$ cat src/rtl/riscblade_pkg.sv
// Shared types and constants for the instruction/data memory arbiter.
package riscblade_pkg;

  // Arbiter sequencing states
  typedef enum logic [1:0] {
    IDLE   = 2'd0,
    ACCESS = 2'd1,
    WAIT   = 2'd2,
    RESP   = 2'd3
  } state_e;

  // Identifies which requester owns the access in flight
  localparam logic PORT_IF = 1'b0;
  localparam logic PORT_DM = 1'b1;

  localparam int DEF_AW = 16;
  localparam int DEF_DW = 16;

endpackage

$ cat src/rtl/mem_arb_select.sv
// Winner selection between IF and DM plus the IF anti-starvation counter.
// DM normally wins; after STARVE_MAX consecutive DM grants with IF waiting,
// IF is forced to win the next arbitration.
module mem_arb_select #(
  parameter int STARVE_MAX = 4
) (
  input  logic clk_i,
  input  logic rst_ni,
  input  logic en_i,
  input  logic if_req_i,
  input  logic dm_req_i,
  output logic if_gnt_o,
  output logic dm_gnt_o
);

  localparam int SW = $clog2(STARVE_MAX + 1);

  logic [SW-1:0] starve_q;
  logic [SW-1:0] starve_d;
  logic          starved;

  // Combinational grant decision and next starvation count
  always_comb begin
    starved  = if_req_i && (starve_q == SW'(STARVE_MAX));
    dm_gnt_o = en_i && dm_req_i && !starved;
    if_gnt_o = en_i && if_req_i && !dm_gnt_o;
    starve_d = starve_q;
    if (!if_req_i || if_gnt_o) begin
      starve_d = '0;
    end else if (dm_gnt_o && (starve_q != SW'(STARVE_MAX))) begin
      starve_d = starve_q + SW'(1);
    end
  end

  // Starvation counter register
  always_ff @(posedge clk_i) begin
    if (!rst_ni) begin
      starve_q <= '0;
    end else begin
      starve_q <= starve_d;
    end
  end

endmodule

$ cat src/rtl/mem_arbiter.sv
// Arbitrates the IF and DM ports onto a single-ported memory. Each granted
// access is registered onto MEM_* for one ACCESS cycle; reads then wait for
// the memory read latency and return data with a one-cycle valid pulse.
// Out-of-range addresses never write memory, read back as zero and raise ERR.
module mem_arbiter
  import riscblade_pkg::*;
#(
  parameter int AW         = DEF_AW,
  parameter int DW         = DEF_DW,
  parameter int MEM_WORDS  = 32768,
  parameter int RD_LAT     = 1,
  parameter int STARVE_MAX = 4
) (
  input  logic          CLK,
  input  logic          RST,
  input  logic          IF_REQ,
  input  logic [AW-1:0] IF_ADDR,
  output logic          IF_GNT,
  output logic          IF_RVALID,
  output logic [DW-1:0] IF_RDATA,
  input  logic          DM_REQ,
  input  logic          DM_WE,
  input  logic [AW-1:0] DM_ADDR,
  input  logic [DW-1:0] DM_WDATA,
  output logic          DM_GNT,
  output logic          DM_RVALID,
  output logic [DW-1:0] DM_RDATA,
  output logic          ERR,
  output logic [AW-1:0] MEM_ADDR,
  output logic [DW-1:0] MEM_DATA,
  output logic          MEM_WRITE,
  input  logic [DW-1:0] MEM_OUT,
  output logic          BUSY
);

  localparam int LW = $clog2(RD_LAT + 1);

  state_e        state_q;
  logic [LW-1:0] lat_q;
  logic          port_q;
  logic          we_q;
  logic          inr_q;
  logic [AW-1:0] mem_addr_q;
  logic [DW-1:0] mem_data_q;
  logic          mem_write_q;
  logic          if_rvalid_q;
  logic          dm_rvalid_q;
  logic          err_q;
  logic [DW-1:0] if_rdata_q;
  logic [DW-1:0] dm_rdata_q;

  logic          arb_en;
  logic          if_gnt;
  logic          dm_gnt;
  logic [AW-1:0] sel_addr;
  logic [DW-1:0] sel_wdata;
  logic          sel_we;
  logic          sel_inr;

  // Grants are only offered in IDLE and never while reset is asserted
  assign arb_en = (state_q == IDLE) && RST;

  mem_arb_select #(
    .STARVE_MAX (STARVE_MAX)
  ) u_sel (
    .clk_i    (CLK),
    .rst_ni   (RST),
    .en_i     (arb_en),
    .if_req_i (IF_REQ),
    .dm_req_i (DM_REQ),
    .if_gnt_o (if_gnt),
    .dm_gnt_o (dm_gnt)
  );

  // Request mux for the winning port; IF is always a read
  always_comb begin
    sel_addr  = dm_gnt ? DM_ADDR : IF_ADDR;
    sel_wdata = dm_gnt ? DM_WDATA : '0;
    sel_we    = dm_gnt && DM_WE;
    sel_inr   = ({1'b0, sel_addr} < (AW+1)'(MEM_WORDS));
  end

  // Access sequencer: latch on grant, drive memory for one cycle, collect read data
  always_ff @(posedge CLK) begin
    if (!RST) begin
      state_q     <= IDLE;
      lat_q       <= '0;
      port_q      <= PORT_IF;
      we_q        <= 1'b0;
      inr_q       <= 1'b0;
      mem_addr_q  <= '0;
      mem_data_q  <= '0;
      mem_write_q <= 1'b0;
      if_rvalid_q <= 1'b0;
      dm_rvalid_q <= 1'b0;
      err_q       <= 1'b0;
      if_rdata_q  <= '0;
      dm_rdata_q  <= '0;
    end else begin
      mem_write_q <= 1'b0;
      if_rvalid_q <= 1'b0;
      dm_rvalid_q <= 1'b0;
      err_q       <= 1'b0;
      case (state_q)
        IDLE: begin
          if (if_gnt || dm_gnt) begin
            mem_addr_q  <= sel_addr;
            mem_data_q  <= sel_wdata;
            mem_write_q <= sel_we && sel_inr;
            we_q        <= sel_we;
            inr_q       <= sel_inr;
            port_q      <= dm_gnt ? PORT_DM : PORT_IF;
            // A rejected write reports its error during its ACCESS cycle
            err_q       <= sel_we && !sel_inr;
            state_q     <= ACCESS;
          end
        end
        ACCESS: begin
          if (we_q) begin
            state_q <= IDLE;
          end else if (RD_LAT == 1) begin
            state_q <= RESP;
          end else begin
            lat_q   <= LW'(1);
            state_q <= WAIT;
          end
        end
        WAIT: begin
          if (lat_q == LW'(RD_LAT - 1)) begin
            state_q <= RESP;
          end else begin
            lat_q <= lat_q + LW'(1);
          end
        end
        RESP: begin
          if (port_q == PORT_DM) begin
            dm_rdata_q  <= inr_q ? MEM_OUT : '0;
            dm_rvalid_q <= 1'b1;
          end else begin
            if_rdata_q  <= inr_q ? MEM_OUT : '0;
            if_rvalid_q <= 1'b1;
          end
          err_q   <= !inr_q;
          state_q <= IDLE;
        end
        default: state_q <= IDLE;
      endcase
    end
  end

  assign IF_GNT    = if_gnt;
  assign DM_GNT    = dm_gnt;
  assign IF_RVALID = if_rvalid_q;
  assign IF_RDATA  = if_rdata_q;
  assign DM_RVALID = dm_rvalid_q;
  assign DM_RDATA  = dm_rdata_q;
  assign ERR       = err_q;
  assign MEM_ADDR  = mem_addr_q;
  assign MEM_DATA  = mem_data_q;
  assign MEM_WRITE = mem_write_q;
  assign BUSY      = (state_q != IDLE);

endmodule

$ cat config.mk
export PLATFORM = sky130hd
export DESIGN_NAME = mem_arbiter
export DESIGN_NICKNAME = d
export VERILOG_FILES = /design/src/rtl/riscblade_pkg.sv /design/src/rtl/mem_arb_select.sv /design/src/rtl/mem_arbiter.sv
export SDC_FILE = /design/constraint.sdc
export NUM_CORES = 1
export LEC_CHECK = 0
export ABC_AREA = 1
export BUFFER_PORTS_ARGS = -buffer_cell sky130_fd_sc_hd__buf_2
export CAP_MARGIN = 20
export CORE_ASPECT_RATIO = 2
export CORE_MARGIN = 4
export CORE_UTILIZATION = 42
export DETAILED_ROUTE_END_ITERATION = 7
export HOLD_SLACK_MARGIN = 0.06
export PLACE_DENSITY_LB_ADDON = 0.3
export SYNTH_ARGS = -nofsm -noshare
export SYNTH_HDL_FRONTEND = slang
export SYNTH_SLANG_ARGS = --single-unit
export TNS_END_PERCENT = 30
$ cat constraint.sdc
create_clock -name CLK -period 1.6 [get_ports CLK]
set_clock_uncertainty 0.15 [all_clocks]
set_input_delay 0.32 -clock CLK [delete_from_list [all_inputs] [get_ports CLK]]
set_output_delay 0.32 -clock CLK [all_outputs]
set_load 0.1 [all_outputs]
# Word level (Yosys, flattened, before mapping)
# Cells that the tools add are included.
# W data, S select, Z words.
# classes
eq_ne	7
bitwise_logic	2
order_cmp	1
n_reduce_logical	26
mux	13
addsub	2
# ops
op	count
$mux W16	3
$lt A16 B16 Y1 const B	1
$logic_and A1 B1 Y1	10
$reduce_and A2 Y1	5
$pmux W2 S4	1
$mux W2	3
$logic_not A1 Y1	5
$mux W1	5
$eq A2 B2 Y1 const B	2
$add A3 B1 Y3 const B	1
$eq A3 B3 Y1 const B	1
$ne A3 B3 Y1 const B	1
$reduce_and A3 Y1	1
$eq A2 B1 Y1 const B	1
$logic_not A2 Y1	1
$logic_or A1 B1 Y1	2
$ne A2 B1 Y1 const B	1
$ne A2 B2 Y1 const B	1
$not A1 Y1	2
$pmux W1 S2	1
$reduce_bool A2 Y1	1
$reduce_or A2 Y1	1
$add A1 B1 Y1 const B	1
# word_totals
elab_cells	65
input_bits	69
regBits	77
output_inout_bits	71

# Longest topological paths before layout
# Gate-level depths: netlist of the first run.
# depth
ltp_word	10
ltp_mapped	10
ltp_nobuf	9

# Modules after synthesis
# Synthesis of the first run repeated with hierarchy kept, for this count alone.
# hier_totals
cells_unflattened	410
hier_area_um2	3088.0
# modules_own_cells
module	n_inst	cells_per_inst	area_per_inst_um2	seq_area_each_um2
mem_arbiter	1	374	2867.8	1461.4
mem_arb_select	1	36	220.2	60.1

# Worst setup path before layout of the first run
# Ideal clock, no wire load.
# synth_timing
kind	register to output
startpoint	register state_q[0]
endpoint	output port IF_GNT
path_buffers	0
slack_ps	-1100
t_required_ps	1130
path_stages_with_launch	6
arrival_ps	2230
path_cell_list	dfxtp_1 -> inv_1 -> ha_1 -> nand3_1 -> nor2_1 -> nor2_1
# synth_between
elab_chain_cells	6
elab_cells_between_ends	7
classes_between	reduce/logical: 7
# synth_lines
element	line	rtl
start: declaration	mem_arbiter.sv:38	state_e state_q;
start signal: assignment	mem_arbiter.sv:86	state_q <= IDLE;
start signal: assignment	mem_arbiter.sv:115	state_q <= ACCESS;
start signal: assignment	mem_arbiter.sv:120	state_q <= IDLE;
$logic_not A2 Y1 (*)	mem_arbiter.sv:61	assign arb_en = (state_q == IDLE) && RST;
$logic_and A1 B1 Y1 (*)	mem_arbiter.sv:61	
$logic_and A1 B1 Y1 (2 in a row)	mem_arb_select.sv:25	dm_gnt_o = en_i && dm_req_i && !starved;
$logic_not A1 Y1	mem_arb_select.sv:26	if_gnt_o = en_i && if_req_i && !dm_gnt_o;
$logic_and A1 B1 Y1 (*)	mem_arb_select.sv:26	
end: declaration	mem_arbiter.sv:18	output logic IF_GNT,
# Every way passes the cells marked *; elsewhere a longest branch is shown, timed or not.

# Final worst setup path of the first run
# layout_timing
startpoint	register state_q[0]
endpoint	output port DM_GNT
# layout_between
elab_chain_cells	4
# layout_lines
element	line	rtl
$logic_not A2 Y1	mem_arbiter.sv:61	
$logic_and A1 B1 Y1	mem_arbiter.sv:61	
$logic_and A1 B1 Y1 (2 in a row)	mem_arb_select.sv:25	
end: declaration	mem_arbiter.sv:25	output logic DM_GNT,
# Every way passes these cells.

==> metrics list, run 1 <==
- By area, the combinational part of the netlist is dominated by simple AND/OR/NAND/NOR gates.
- Prevailing post-synth register cell: sky130_fd_sc_hd__dfxtp_1
- Of the total power, the share spent switching nets is 46.6%.
- Across the whole layout, storage elements account for 0.00153 mm^2.
- Bufs on Longest Clock Path: 2
- The count of nets left with antenna violations once routing finished came out at 0.
* Share of synthesized area occupied by flip-flops and latches: 49.4%
- Final Max Slew Viols: 0
* Path class of the lowest-slack min-delay path: input port to register
- Final worst slack: -0.284 ns
- Reg2reg start: state_q[0]$_SDFFE_PN0P_
- Summed over all cells, the static leakage comes to 2.36 nW.
* I/O pin cnt: 140
- CTS placed an instance of sky130_fd_sc_hd__clkbuf_16 at the clock tree root.
- The die covers 0.00884 mm^2.
- The H-tree was split into 3 levels.
- Hold violation total from the final report: 0
- 0 antenna diodes ended up in the layout.
- Across the VDD grid, the largest voltage drop is 1.13 mV.
- Failing checks: negative setup slack
- Biggest area consumer among synthesized cells: sky130_fd_sc_hd__dfxtp_1
- Detailed placement finished with a half-perimeter wire length of 6.47 mm.
- Of the total synthesized cell area, the portion taken by XOR and XNOR cells is 0.285%.
- Unrepaired setup endpoints after global routing: true
- Combinational cell fraction of total power: 50.8%
- Yosys mapped a number of flops with a built-in enable equal to 0.
* Number of buffers added by the clock tree synthesis step: 9
- STA puts the critical path data required time at 1.13 ns.
* Area contributors post-synth: sky130_fd_sc_hd__dfxtp_1 49%, sky130_fd_sc_hd__nand3_1 11%, sky130_fd_sc_hd__a21oi_1 9.1%
* Sinks on Clock Net: 76
- Internal power comes to 4.97 mW.
- Max Fanout on Critical Path: 4
- Worst-case setup slack after placement: -0.0118 ns
- Post-Syn Area: 0.00308 mm^2
* Total net switching power: 4.34 mW
- Number of DRC violations after detailed routing: 0
- Dividing the synthesized area by the synthesized cell count gives 7.75 um^2.
- Core Region: 0.00705 mm^2
- In this run the most critical hold path is launched from DM_WDATA[13].
* Share of Yosys cell area claimed by the top area cell type: 49.4%
- Clock-pin slew of the registers on the worst-case setup and hold paths: 0.06 ns
- GR Overflow Total: 0
- The final critical path takes up 118% of the cycle.
- Detailed routing inserted a total of 3,337 vias.
* TritonCTS clock tree: built
- Number of inserted filler cells in the final layout: 594
- Port Buf Inserts: 139
* Largest net degree at the start of global routing: 49
* Worst-case headroom to the max-slew limit: 66.6%
- Fraction of power consumed by the clock network: 23.8%
- Setup slack on the worst reg-to-reg path comes out at -0.13 ns.
- Number of instances in the synthesized netlist: 397
- Kind of critical path: register to output port
- In the synthesized netlist the async set-or-reset flop fraction comes to 0%.
* Most frequent cell after synthesis: sky130_fd_sc_hd__dfxtp_1
* Fraction of the mapped netlist area in simple logic gates: 24.5%
- Synth Area in Adders: 2.44%
* Drt via density: 5.07
- Violation count after the first detailed-route iteration: 160
- Count of nets after finishing: 638
* Number of violations of the max-capacitance limit: 0
- Final GP Congestion: 0.744
* Number of placement rows: 43
- Area Growth Syn to Fin: 54.0%
- The pre-antenna-repair detailed-routing pass consisted of 5 iterations.
* Synthesized-area fraction occupied by ao, oa, aoi and oai cells: 15.4%
- The first global-routing pass estimated 13.3 mm of wire.
* Proportion of layout cells with a drive suffix above 1: 41.9%
- Data arrival time of the critical path: 1.41 ns
- Ranked by instance count, the synthesized netlist is headed by 76 x sky130_fd_sc_hd__dfxtp_1, 70 x sky130_fd_sc_hd__nand3_1, 61 x sky130_fd_sc_hd__nand2_1, 56 x sky130_fd_sc_hd__a21oi_1, 38 x sky130_fd_sc_hd__o21ai_0.
- Number of distinct standard cells referenced by the synthesized netlist: 24
- Across every metal layer, demand over resource in global routing totals 19.5%.
- For this design the ratio of total power to cell area is 1960 mW/mm^2.
- The worst register-to-register path ends at MEM_ADDR[6]$_SDFFE_PN0P_.
- Hold Path Cell Cnt: 3
- Setup violations remaining at the end of the flow were counted as 20.
* Count of placed standard cells including taps: 625
* Cell Count, Final, Fillers Out: 658
- Nets in the synthesized netlist: 472
* Nature of the critical path startpoint: register
- The flow ran to the end, but the final reports show violations.
- Number of antenna violations at the first check in global routing: 1
- End point of the worst hold path: MEM_DATA[13]$_SDFFE_PN0P_
* Slew @ Worst Pin: 0.504 ns
- Derived from the worst setup path, the maximum achievable clock frequency is 531 MHz.
* Count of state elements after synthesis: 76
* Min cycle time layout: 1.88 ns
* Proportion of power drawn by flip-flops and latches: 25.5%
- The via count of the first global-routing pass is 3,064.
- Multiplexer share of the synthesized area: 0%
* Chip width: 68.5 um
* Critical Path Sink Type: output port
* Multi-input combinational cell area: 0.00145 mm^2
* Initial standard-cell utilization of the core: 43.7%
- Die Height: 129 um
* Clk_lat worst skew: 0.33 ns
* Syn. warnings: 0
- Final routed wire length divided by cell count: 14.5 um
* Worst R2R Path Depth: 10
* Detailed Route WL: 9.52 mm
==> power by group through the flow <==
stage / clock, mW / sequential (mW) / combinational, mW
6_report: 2.21 / 2.37 / 4.73
3_5_place_dp: 0 / 2.40 / 4.25
5_1_grt: 2.32 / 2.40 / 4.98
4_1_cts: 2.25 / 2.37 / 4.38
2_1_floorplan: 0 / 4.37 / 1.36
3_3_place_gp: 0 / 2.39 / 4.21
==> placed cells by master (no fill, tap or decap), types with 2 or more instances in the layout <==
cell type / synthesis / routed
sky130_fd_sc_hd__buf_2: 7 / 128
sky130_fd_sc_hd__dfxtp_1: 76 / 72
sky130_fd_sc_hd__nand3_1: 70 / 64
sky130_fd_sc_hd__a21oi_1: 56 / 55
sky130_fd_sc_hd__nand2_1: 61 / 54
sky130_fd_sc_hd__o21ai_0: 38 / 37
sky130_fd_sc_hd__buf_4: 1 / 34
sky130_fd_sc_hd__inv_1: 31 / 23
sky130_fd_sc_hd__or2_1: 14 / 14
sky130_fd_sc_hd__clkbuf_16: 0 / 12
sky130_fd_sc_hd__clkbuf_4: 0 / 8
sky130_fd_sc_hd__inv_2: 0 / 7
sky130_fd_sc_hd__buf_12: 0 / 7
sky130_fd_sc_hd__nand3_2: 1 / 6
sky130_fd_sc_hd__nand2_2: 1 / 5
sky130_fd_sc_hd__nor2_1: 8 / 5
sky130_fd_sc_hd__dfxtp_2: 0 / 4
sky130_fd_sc_hd__nand2_4: 1 / 3
sky130_fd_sc_hd__nor2_4: 1 / 3
sky130_fd_sc_hd__ha_1: 6 / 3
sky130_fd_sc_hd__clkinv_4: 0 / 2
sky130_fd_sc_hd__clkinvlp_4: 0 / 2
sky130_fd_sc_hd__ha_4: 0 / 2
sky130_fd_sc_hd__inv_6: 0 / 2
sky130_fd_sc_hd__bufinv_16: 0 / 2
sky130_fd_sc_hd__buf_6: 1 / 2
==> critical path: stages, from the launching register on <==
cell and delay, ns:
sky130_fd_sc_hd__dfxtp_2 0.32, sky130_fd_sc_hd__inv_2 0.08, sky130_fd_sc_hd__ha_4 0.17, sky130_fd_sc_hd__nand2_4 0.06, sky130_fd_sc_hd__nor2_4 0.14, sky130_fd_sc_hd__nand2_4 0.08
sky130_fd_sc_hd__clkinv_4 0.07, sky130_fd_sc_hd__buf_12 0.16
==> per-layer routing <==
layer / up-vias / routed length (um) / track usage, %
met5: - / 7 / 0
met4: 2 / 187 / 7.62
met3: 23 / 797 / 5.90
met2: 136 / 5110 / 35.7
met1: 1527 / 3410 / 19.7
li1: 1649 / - / -
==> timing repair <==
item / in CTS / in global routing
cloned: 0 / 3
setup endpoints to repair: 10 / 46
gates resized for setup: 14 / 24
setup buffers: 5 / 10
hold endpoints to repair: 0 / 0
pin swaps: 4 / 17
hold buffers: 0 / 0
==> how the worst max path moves through the flow <==
stage,from,endpoint
CTS,state_q[0]$_SDFFE_PN0P_,DM_GNT
global route,state_q[1]$_SDFFE_PN0P_,DM_GNT
floorplan,state_q[1]$_SDFFE_PN0P_,IF_GNT
global placement,RST,MEM_ADDR[0]$_SDFFE_PN0P_
detailed placement,RST,MEM_ADDR[0]$_SDFFE_PN0P_
finish,state_q[0]$_SDFFE_PN0P_,DM_GNT
==> sequential cells by signal, indices dropped and copies added (netlist names), 2 cells and up <==
register / cells
DM_RDATA: 16
IF_RDATA: 16
MEM_ADDR: 16
MEM_DATA: 16
u_sel.starve_q: 3
state_q: 2
==> through the flow <==
stage          utilization (%)  TNS, ns  area (um^2)  power (mW)  hold slack, ns
3_5_place_dp              58.2  -0.0221         4110        6.65           0.319
3_3_place_gp              58.2        0         4110        6.60           0.315
4_1_cts                   64.1   -0.795         4520        8.99          0.0776
5_1_grt                   67.3    -3.44         4740        9.70          0.0909
2_1_floorplan                -   -0.511         3160        5.72           0.293
6_report                  67.3    -2.34         4740        9.31          0.0831
==> cell type report <==
| cell class | instances | share of cell area (%) |
|---|---|---|
| Clock buffer | 10 | 5.04 |
| Tap cell | 90 | 2.38 |
| Multi-Input combinational cell | 262 | 30.5 |
| Sequential cell | 76 | 32.2 |
| Inverter | 32 | 2.72 |
| Clock inverter | 6 | 1.98 |
| Timing Repair Buffer | 182 | 25.2 |
==> logic make-up after synthesis <==
group                      Yosys count
AOI/OAI and AO/OA                   95
xor gates and xnor gates             1
adders and majority gates            6
buffers and inverters               59
DFF                                 76
and+or+nand+nor                    160
No activity file was read; power rests on OpenSTA's default activity.
==> run 2: changes to the inputs <==
--- a/config.mk
+++ b/config.mk
@@ -5,12 +5,11 @@
 export SDC_FILE = /design/constraint.sdc
 export NUM_CORES = 1
 export LEC_CHECK = 0
-export ABC_AREA = 1
 export BUFFER_PORTS_ARGS = -buffer_cell sky130_fd_sc_hd__buf_2
 export CAP_MARGIN = 20
 export CORE_ASPECT_RATIO = 2
 export CORE_MARGIN = 4
-export CORE_UTILIZATION = 42
+export CORE_UTILIZATION = 43
 export DETAILED_ROUTE_END_ITERATION = 7
 export HOLD_SLACK_MARGIN = 0.06
 export PLACE_DENSITY_LB_ADDON = 0.3
==> metrics list, run 2 <==
* Max Fanout on Critical Path: 4 (unchanged)
- The starting DRC count in detailed routing is 151 (was 160).
- The arrival time reported for the critical path endpoint was 1.46 ns (was 1.41 ns).
* Final GP Congestion: 0.815 (was 0.744)
- Area contributors post-synth: sky130_fd_sc_hd__dfxtp_1 46%, sky130_fd_sc_hd__a21boi_0 7.1%, sky130_fd_sc_hd__nand2_1 4.6% (was sky130_fd_sc_hd__dfxtp_1 49%, sky130_fd_sc_hd__nand3_1 11%, sky130_fd_sc_hd__a21oi_1 9.1%)
- Proportion of layout cells with a drive suffix above 1: 44.4% (was 41.9%)
* Hold violation total from the final report: 0 (unchanged)
* Nets in the synthesized netlist: 433 (was 472)
* Most frequent cell after synthesis: sky130_fd_sc_hd__dfxtp_1 (unchanged)
- Nature of the critical path startpoint: register (unchanged)
- The die span in y came to 132 um (was 129 um).
* Unrepaired setup endpoints after global routing: true (unchanged)
* Required time worst endpoint: 1.13 ns (about the same)
- The final cell count without fillers was 605 (was 658).
- Number of antenna cells inserted: 0 (unchanged)
- Share of synthesized registers carrying an async set or reset: 0% (unchanged)
* Highest-count cells in the layout ignoring fill and taps: 123 x sky130_fd_sc_hd__buf_2, 72 x sky130_fd_sc_hd__dfxtp_1, 40 x sky130_fd_sc_hd__nand2_1 (was 128 x sky130_fd_sc_hd__buf_2, 72 x sky130_fd_sc_hd__dfxtp_1, 64 x sky130_fd_sc_hd__nand3_1)
- The number of storage elements in the synthesis netlist is 76 (unchanged).
* Run status: finished with violations (unchanged)
- Final setup vio count: 37 (was 20)
* Drt via density: 5.41 (was 5.07)
* Number of antenna violations at the first check in global routing: 0 (was 1)
- The via count of the first global-routing pass was 3,198 (was 3,064).
* Part of the cycle the worst path needs: 120% (was 118%)
- The DRC violation count after routing was 0 (unchanged).
- The number of inserted filler cells in the final layout is 629 (was 594).
* Core Region: 0.00738 mm^2 (was 0.00705 mm^2)
* Area Growth Syn to Fin: 45.1% (was 54.0%)
- Final routed wire length divided by cell count: 15.5 um (was 14.5 um)
- Util after Layout: 64.7% (was 67.3%)
- First-pass GRT wire length: 15.1 mm (was 13.3 mm)
* Multi-input combinational cell area: 0.00169 mm^2 (was 0.00145 mm^2)
- The placed standard-cell area came to 0.00422 mm^2 (was 0.00411 mm^2).
- The number of nets in the final layout was 583 (was 638).
- Prevailing post-synth register cell: sky130_fd_sc_hd__dfxtp_1 (unchanged)
* Slew @ Worst Pin: 0.500 ns (was 0.504 ns)
* Syn. warnings: 0 (unchanged)
- Most common cell after layout, fill and taps aside: sky130_fd_sc_hd__buf_2 (unchanged)
* Worst-case headroom to the max-slew limit: 66.9% (was 66.6%)
* Clk_lat worst skew: 0.32 ns (was 0.33 ns)
* Clock-pin slew of the registers on the worst-case setup and hold paths: 0.06 ns (about the same)
* Number of violations of the max-capacitance limit: 0 (unchanged)
- Chip width: 69.8 um (was 68.5 um)
- The total congestion overflow after global routing came to 0 (unchanged).
- Detailed Route WL: 9.35 mm (was 9.52 mm)
* CP max stage cell: sky130_fd_sc_hd__dfxtp_2 (unchanged)
- Sinks on Clock Net: 76 (unchanged)
* DP Wirelength: 6.74 mm (was 6.47 mm)
* Share of Yosys cell area claimed by the top area cell type: 46.3% (was 49.4%)
- The largest stage delay on the critical path is 0.33 ns (was 0.32 ns).
- The length of the first detailed-routing pass in iterations came to 5 (unchanged).
- Share of synthesized area occupied by flip-flops and latches: 46.3% (was 49.4%)
* Post-synthesis average cell area: 9.19 um^2 (was 7.75 um^2)
- Biggest area consumer among synthesized cells: sky130_fd_sc_hd__dfxtp_1 (unchanged)
- The sum of buffers and inverters on the critical path is 2 (was 3).
* Kind of critical path: register to output port (unchanged)
- The number of instances in the synthesized netlist came to 358 (was 397).
- Failing checks: negative setup slack (unchanged)
- The vias after detailed routing was 3,271 (was 3,337).
- Number of synthesized flops with an enable pin: 0 (unchanged)
* Kind of cell with the highest combined delay on the critical path: flip-flops (unchanged)
* Largest net degree at the start of global routing: 35 (was 49)
- TritonCTS clock tree: built (unchanged)
- Peak supply drop: 1.56 mV (was 1.13 mV)
- Path class of the lowest-slack min-delay path: input port to register (unchanged)
* Peak Freq: 519 MHz (was 531 MHz)
- The count of cell types in the netlist was 39 (was 24).
- I/O pin cnt: 140 (unchanged)
* Final worst slack: -0.327 ns (was -0.284 ns)
- Tot Pwr: 7.32 mW (was 9.31 mW)
- The worst-case setup slack after placement was -0.0456 ns (was -0.0118 ns).
* Final Max Slew Viols: 0 (unchanged)
- Min cycle time layout: 1.93 ns (was 1.88 ns)
- Final design instance area without fill: 0.00477 mm^2 (was 0.00474 mm^2)
- # H-tree levels: 3 (unchanged)
* Number of buffers added by the clock tree synthesis step: 9 (unchanged)
- The global-route total usage across every layer was 19.7% (was 19.5%).
* Number of placement rows: 44 (was 43)
- Synth cell count leaders: 76 x sky130_fd_sc_hd__dfxtp_1, 40 x sky130_fd_sc_hd__nand2_1, 31 x sky130_fd_sc_hd__a21boi_0, 22 x sky130_fd_sc_hd__o21ai_0 (was 76 x sky130_fd_sc_hd__dfxtp_1, 70 x sky130_fd_sc_hd__nand3_1, 61 x sky130_fd_sc_hd__nand2_1, 56 x sky130_fd_sc_hd__a21oi_1, 38 x sky130_fd_sc_hd__o21ai_0).
- The residual antenna-violating net count after detailed routing is 0 (unchanged).
* Initial standard-cell utilization of the core: 44.6% (was 43.7%)
- Post-route setup TNS: -3.92 ns (was -2.34 ns)
- Critical Path Sink Type: output port (unchanged)
- Critical path cell sequence: inv_2 -> ha_4 -> a21boi_2 -> and4b_2 -> buf_12 (was inv_2 -> ha_4 -> nand2_4 -> nor2_4 -> nand2_4 -> clkinv_4 -> buf_12).
* Register Area: 0.00153 mm^2 (unchanged)
* Count of placed standard cells including taps: 578 (was 625)
- The static leakage came to 2.03 nW (was 2.36 nW).
- Post-Syn Area: 0.00329 mm^2 (was 0.00308 mm^2)
- PwrDens: 1530 mW/mm^2 (was 1960 mW/mm^2)
* Bufs on Longest Clock Path: 2 (unchanged)
- WHS: 0.101 ns (was 0.0831 ns)
- The root buffer cell was sky130_fd_sc_hd__clkbuf_16 (unchanged).
- The die footprint is 0.00920 mm^2 (was 0.00884 mm^2).
* Port Buf Inserts: 139 (unchanged)
-- run 2: changes by cell type in the layout (fill, tap and decap cells not counted), moves of 15 or more --
cell / delta
sky130_fd_sc_hd__nand4_1: +18
sky130_fd_sc_hd__nand3_1: -48
sky130_fd_sc_hd__a21oi_1: -37
sky130_fd_sc_hd__a21boi_0: +31
sky130_fd_sc_hd__o21ai_0: -15
sky130_fd_sc_hd__nor2b_1: +18
sky130_fd_sc_hd__inv_1: -23
-- run 2: layout make-up --
| cell class | count | share of cell area, % |
|---|---|---|
| Sequential cell | 76 | 32.0 |
| Inverter | 5 | 0.472 |
| Timing Repair Buffer | 177 | 23.6 |
| Tap cell | 92 | 2.41 |
| Clock buffer | 9 | 4.72 |
| Multi-Input combinational cell | 239 | 35.4 |
| Clock inverter | 7 | 1.42 |
-- run 2: repair_timing --
item / 4_1_cts / 5_1_grt
setup endpoints to repair: 15 / 52
pin swaps: 4 / 11
buffers inserted: 8 / 2
hold buffers: 1 / 0
gates resized for setup: 8 / 27
hold endpoints to repair: 1 / 0
-- run 2: power by group --
part / internal [mW] / total (mW) / switching (mW)
logic: 0.969 / 3.17 / 2.20
clock network: 1.20 / 1.95 / 0.756
registers: 2.08 / 2.19 / 0.108
total: 4.25 / 7.32 / 3.07
-- run 2: path summary, 6_finish.rpt --
path	from	to	slack [ns]	cells after the start
max	u_sel.starve_q[1]$_SDFFE_PP0P_	IF_GNT	-0.33	5
min	IF_ADDR[1]	MEM_ADDR[1]$_SDFFE_PN0P_	0.10	3
max reg2reg	u_sel.starve_q[1]$_SDFFE_PP0P_	MEM_ADDR[15]$_SDFFE_PN0P_	-0.14	8
min reg2reg	DM_RDATA[3]$_SDFFE_PN0P_	DM_RDATA[3]$_SDFFE_PN0P_	0.31	2
-- run 2: layer usage --
layer  GRT usage, %  wire [um]  part of all wire [%]  vias up
met4           8.32        214                   2.3        0
li1               -          -                     -     1604
met1           21.3       3540                    38     1542
met5              0          0                     0        -
met2           36.2       5020                    54      110
met3           4.13        566                   6.1       15
-- run 2: logic make-up (layout without fill, tap and decap cells) --
logic type,count (synthesis),after routing,synth area share [%]
compound gates,124,124,25.7
flops,76,76,46.3
fa+ha+maj,6,6,2.28
simple gates,109,109,17.7
buf+inv,43,198,8.06
-- run 2: worst register-to-register path: cells and delay by family, from the launching register on --
| kind | cells | cell delay [ns] |
|---|---|---|
| buffers and inverters | 4 | 0.45 |
| adders and majority gates | 1 | 0.16 |
| AOI/OAI and AO/OA | 3 | 0.54 |
| DFF | 1 | 0.32 |
